**src/rtl/inst_mem_pipe.sv**
```systemverilog
// Instruction memory with a one-cycle registered fetch port and a streaming program-load FSM.
// Fetches decode misalignment and range faults and substitute NOP_WORD for anything not fetched from memory.
module inst_mem_pipe #(
  parameter int          DEPTH    = 64,
  parameter int          ADDR_W   = 8,
  parameter logic [31:0] NOP_WORD = 32'h0000_0033
) (
  input  logic                     clk,
  input  logic                     rst,
  input  logic                     fetch_req,
  input  logic [ADDR_W-1:0]        fetch_pc,
  input  logic                     fetch_stall,
  input  logic                     flush,
  output logic [31:0]              instr_out,
  output logic                     instr_valid,
  output logic                     fault_misalign,
  output logic                     fault_range,
  input  logic                     load_start,
  input  logic                     load_en,
  input  logic [31:0]              load_data,
  input  logic                     load_last,
  output logic                     load_busy,
  output logic                     load_done,
  output logic [$clog2(DEPTH):0]   load_count
);

  localparam int AW = $clog2(DEPTH);

  typedef enum logic {IDLE, LOAD} state_t;

  state_t        state, state_n;
  logic [AW-1:0] ptr, ptr_n;
  logic [AW:0]   cnt, cnt_n;
  logic          done_r, done_n;
  logic          mem_we;

  logic [31:0] mem [DEPTH];

  logic [ADDR_W-3:0] widx;
  logic              misalign, out_of_range, accept;

  logic [31:0] instr_p1;
  logic        vld_p1;
  logic        fmis_p1;
  logic        frng_p1;

  // Load FSM: state register
  always_ff @(posedge clk) begin
    if (rst) begin
      state  <= IDLE;
      ptr    <= '0;
      cnt    <= '0;
      done_r <= 1'b0;
    end else begin
      state  <= state_n;
      ptr    <= ptr_n;
      cnt    <= cnt_n;
      done_r <= done_n;
    end
  end

  // A restart takes precedence over a write in the same cycle; the last word ends the load without wrapping.
  always_comb begin
    state_n = state;
    ptr_n   = ptr;
    cnt_n   = cnt;
    done_n  = 1'b0;
    mem_we  = 1'b0;
    if (load_start) begin
      state_n = LOAD;
      ptr_n   = '0;
      cnt_n   = '0;
    end else if (state == LOAD && load_en) begin
      mem_we = 1'b1;
      ptr_n  = ptr + 1'b1;
      cnt_n  = cnt + 1'b1;
      if (load_last || ptr == AW'(DEPTH - 1)) begin
        state_n = IDLE;
        done_n  = 1'b1;
      end
    end
  end

  // Memory is never reset; a reset mid-load suppresses the write in that cycle.
  always_ff @(posedge clk) begin
    if (mem_we && !rst) mem[ptr] <= load_data;
  end

  assign widx         = fetch_pc[ADDR_W-1:2];
  assign misalign     = |fetch_pc[1:0];
  assign out_of_range = (32'(widx) >= 32'(DEPTH));
  assign accept       = fetch_req && (state == IDLE);

  // Stage p1: registered fetch result
  always_ff @(posedge clk) begin
    if (rst || flush) begin
      instr_p1 <= NOP_WORD;
      vld_p1   <= 1'b0;
      fmis_p1  <= 1'b0;
      frng_p1  <= 1'b0;
    end else if (load_start) begin
      instr_p1 <= NOP_WORD;
      vld_p1   <= 1'b0;
    end else if (fetch_stall) begin
      instr_p1 <= instr_p1;
      vld_p1   <= vld_p1;
    end else if (accept) begin
      instr_p1 <= (misalign || out_of_range) ? NOP_WORD : mem[widx[AW-1:0]];
      vld_p1   <= 1'b1;
      fmis_p1  <= misalign;
      frng_p1  <= out_of_range;
    end else begin
      instr_p1 <= NOP_WORD;
      vld_p1   <= 1'b0;
    end
  end

  assign instr_out      = instr_p1;
  assign instr_valid    = vld_p1;
  assign fault_misalign = fmis_p1;
  assign fault_range    = frng_p1;
  assign load_busy      = (state == LOAD);
  assign load_done      = done_r;
  assign load_count     = cnt;

endmodule

```
**config.mk**
```make
export PLATFORM = sky130hd
export DESIGN_NAME = inst_mem_pipe
export DESIGN_NICKNAME = d
export VERILOG_FILES = /design/src/rtl/inst_mem_pipe.sv
export SDC_FILE = /design/constraint.sdc
export NUM_CORES = 2
export LEC_CHECK = 0
export CAP_MARGIN = 20
export CORE_UTILIZATION = 45
export DETAILED_ROUTE_END_ITERATION = 7
export MAX_ROUTING_LAYER = met4
export PLACE_DENSITY = 0.59
export SLEW_MARGIN = 15
export SYNTH_ARGS = -nofsm -noshare
export SYNTH_HDL_FRONTEND = slang
export SYNTH_SLANG_ARGS = --single-unit
```
**constraint.sdc**
```tcl
create_clock -name clk -period 5.3 [get_ports clk]
set_input_delay 0.53 -clock clk [delete_from_list [all_inputs] [get_ports clk]]
set_output_delay 0.53 -clock clk [all_outputs]
set_load 0.03 [all_outputs]
```
==> reports/metrics.yaml <==
drc: 0
slew_headroom_pct: 26.1
clk_latency_ns: 0.85
synthCells: 3592
holdPathEnd: "mem[21][24]$_DFFE_PP_"
worstReg2RegEnd: "mem[47][18]$_DFFE_PP_"
die_area_mm2: 0.181
start_kind: "flip-flop"
synth_top_area_share_pct: 76.4
wire_per_inst_um: 35.9
die_x_um: 425
max_stage_delay_ns: 0.70
p_clk_share_pct: 42.0
period_minus_slack_ns: 3.38
drive_above_1_share_pct: 27.7
synth.distinct_cells: 73
cp.arrival_ns: 3.85
vdd_drop_max_mv: 0.336
vias: 39879
path_buf_inv: 1
sw_frac_of_total_pct: 21.7
io_buffer_count: 90
ff2ff_path_depth: 5
dr.pass1.iters: 6
crit_path_frequent_cell: "nand2_1"
internal-power_w: 0.0269
wl_um: 230000
slowest_stage: "dfxtp_1"
nFillCells: 13720
core_area_mm2: 0.177
yosys.cell_count.top_type: "edfxtp_1"
netlist_top_cells_count: "edfxtp_1, mux4_2, nand2_1"
outcome: "complete, no violations"
root_buffer: "clkbuf_16"
fin_ws_ns: 1.92
hp-start: "load_data[24]"
viasPerCell: 6.22
seq_power_share_pct: 53.1
io_pins: 92
synth_ff_type: "edfxtp_1"
drt_iter0_markers: 5911
cts_tree: "done"
r2r-start: "load_busy$_SDFFE_PP0P_"
synthesis.area_mm2: 0.0805
synth_top_area_cell: "edfxtp_1"
yosysSeqAreaShare_pct: 77.6
cp-startpoint: "load_busy$_SDFFE_PP0P_"
areaGrowthSynthToFinish_pct: 14.3
grt.total_usage_pct: 26.5
rsz0062_at_grt: "false"
htreeDepth: 4
reg2reg_setup_slack_ns: 1.92
finalHoldViolations: 0
cap_violations: 0
grt_pass1_wl_um: 319000
synth_nets: 3642
async_flop_share_pct: 0
cts_setup_buffers: 0
grt-ovfl-total: 0
first_global_vias: 38745
nets: 3945
placed_area_mm2: 0.0854
syn_area_per_cell_um2: 22.4
start_util_pct: 45.5
skew_ns: 0.0300
worstPathCellList: "nand2_1, nor2_1, nand2_1, nor2_4, buf_4"
critPathMaxFanout: 27
fmax_ghz: 0.295
numCtsBuffers: 206
pre_cts_ws_ns: 1.50
path_delay_family: "simple AND/OR/NAND/NOR gates"
gp_congestion: 0.944
postRouteAntennaNets: 0
grt_max_degree: 65
end_kind: "flip-flop"
required_ns: 5.77
synth_edf_count: 2048
power_switching_w: 0.00743
setup_viol: 0
cts_hold_buf: 0
p_per_area_mw_per_mm2: 373
final-max-slew-violation-count: 0
tns_ns: 0
stdcell_area_mm2: 0.0920
p_leak_nw: 28.8
synth_area_leaders: "edfxtp_1, mux4_2, mux2i_1, dfxtp_1, nand2_1"
clk_pin_slew_ns: 0.06
numClockSinks: 2097
ys_ff_latch: 2097
combPwrFrac_pct: 4.9
rows: 154
antenna_found_initial: 10
dp_hpwl_um: 144000
clk_path_buf_depth: 3
tightest_slew_ns: 1.11
hp-class: "input port to flip-flop"
fp.dieH_um: 425
path_class: "flip-flop to flip-flop"
cts_resized: 0
fin_crit_sh_pct: 63.9
worstHoldPathCells: 1
synth_warnings: 0
## logic make-up after synthesis
logic type | after synthesis | share of synthesized area (%)
xor gates and xnor gates | 10 | 0.109
buffers and inverters | 199 | 1.45
muxes | 665 | 16.5
and+or+nand+nor | 393 | 2.25
DFF | 2097 | 77.6
other | 1 | 0.00466
AOI/OAI and AO/OA | 225 | 1.98
adders and majority gates | 2 | 0.0311
## routing by layer
layer  global-route usage [%]  up-vias  wire (um)
met1                     37.9    21563      95200
met4                     9.23        0       8930
met2                     39.1     2086     107000
met5                        -        -          0
li1                         -    15861          -
met3                     3.98      369      19400
## worst max path at each step
stage,to,slack (ns),depth (start not counted)
floorplan,mem[61][0]$_DFFE_PP_,1.96,5
global placement,mem[4][15]$_DFFE_PP_,1.49,8
detailed placement,mem[36][9]$_DFFE_PP_,1.50,8
CTS,mem[47][6]$_DFFE_PP_,2.00,5
finish,mem[47][18]$_DFFE_PP_,1.92,5
global route,mem[47][18]$_DFFE_PP_,1.86,5
## sequential cells by signal, summed over array words and instances (netlist names)
name and cells:
mem 2048, instr_out 32, load_count 7, ptr 6, fault_misalign 1, instr_valid 1, load_busy 1, load_done 1
## power groups by stage
| stage | logic [W] | clock network (W) | registers [W] |
|---|---|---|---|
| 6_report | 0.00168 | 0.0144 | 0.0182 |
| 5_1_grt | 0.00173 | 0.0152 | 0.0182 |
| 4_1_cts | 0.00169 | 0.0146 | 0.0182 |
| 3_5_place_dp | 0.00168 | 0 | 0.0186 |
| 3_3_place_gp | 0.00167 | 0 | 0.0186 |
| 2_1_floorplan | 0.000822 | 0 | 0.0186 |
## cell usage in the layout, fill, tap and decap left out, types with 6 or more instances in the layout
master / count
edfxtp_1: 2048
mux4_2: 512
clkbuf_16: 208
buf_4: 181
nand2_1: 142
mux2i_1: 129
nor2_4: 64
clkbuf_1: 60
clkdlybuf4s50_1: 51
nor2_1: 50
dfxtp_1: 49
clkinv_1: 39
a211oi_1: 34
nand3_1: 33
clkinv_2: 33
a21oi_1: 32
buf_2: 29
o22ai_1: 28
buf_12: 27
a22oi_1: 21
o21ai_0: 20
o211ai_1: 16
mux4_1: 15
bufinv_16: 15
nor2b_1: 14
a31oi_1: 14
nor3b_1: 12
nor3_1: 11
nand4_1: 10
a221o_1: 10
nor4_1: 10
clkbuf_8: 10
mux2_2: 9
nand2b_1: 8
a221oi_1: 8
diode_2: 6
or3_1: 6
xor2_1: 6
## final cells by class
cell class                      count  area, um^2  share of cell area (%)
Antenna cell                        6        15.0                  0.0163
Clock buffer                      278        5570                    6.05
Clock inverter                    105        1070                    1.16
Inverter                            3        12.5                  0.0136
Multi-Input combinational cell   1296       17300                    18.8
Sequential cell                  2097       62500                    67.9
Tap cell                         2340        2930                    3.18
Timing Repair Buffer              291        2600                    2.83
## worst register-to-register path, delay by kind of cell (launching register included)
kind / cells / cell delay [ns]
and+or+nand+nor: 4 / 1.74
DFF: 1 / 0.70
buffers and inverters: 1 / 0.50
## per-stage QoR
step,hold WS [ns],power (W),util (%),std cells
6_report,0.317,0.0343,52.0,6416
5_1_grt,0.304,0.0351,52.0,6411
3_5_place_dp,0.498,0.0202,48.3,6027
2_1_floorplan,0.504,0.0194,-,3592
4_1_cts,0.267,0.0345,52.0,6410
3_3_place_gp,0.482,0.0202,48.2,6025
No activity file was read; power rests on OpenSTA's default activity.
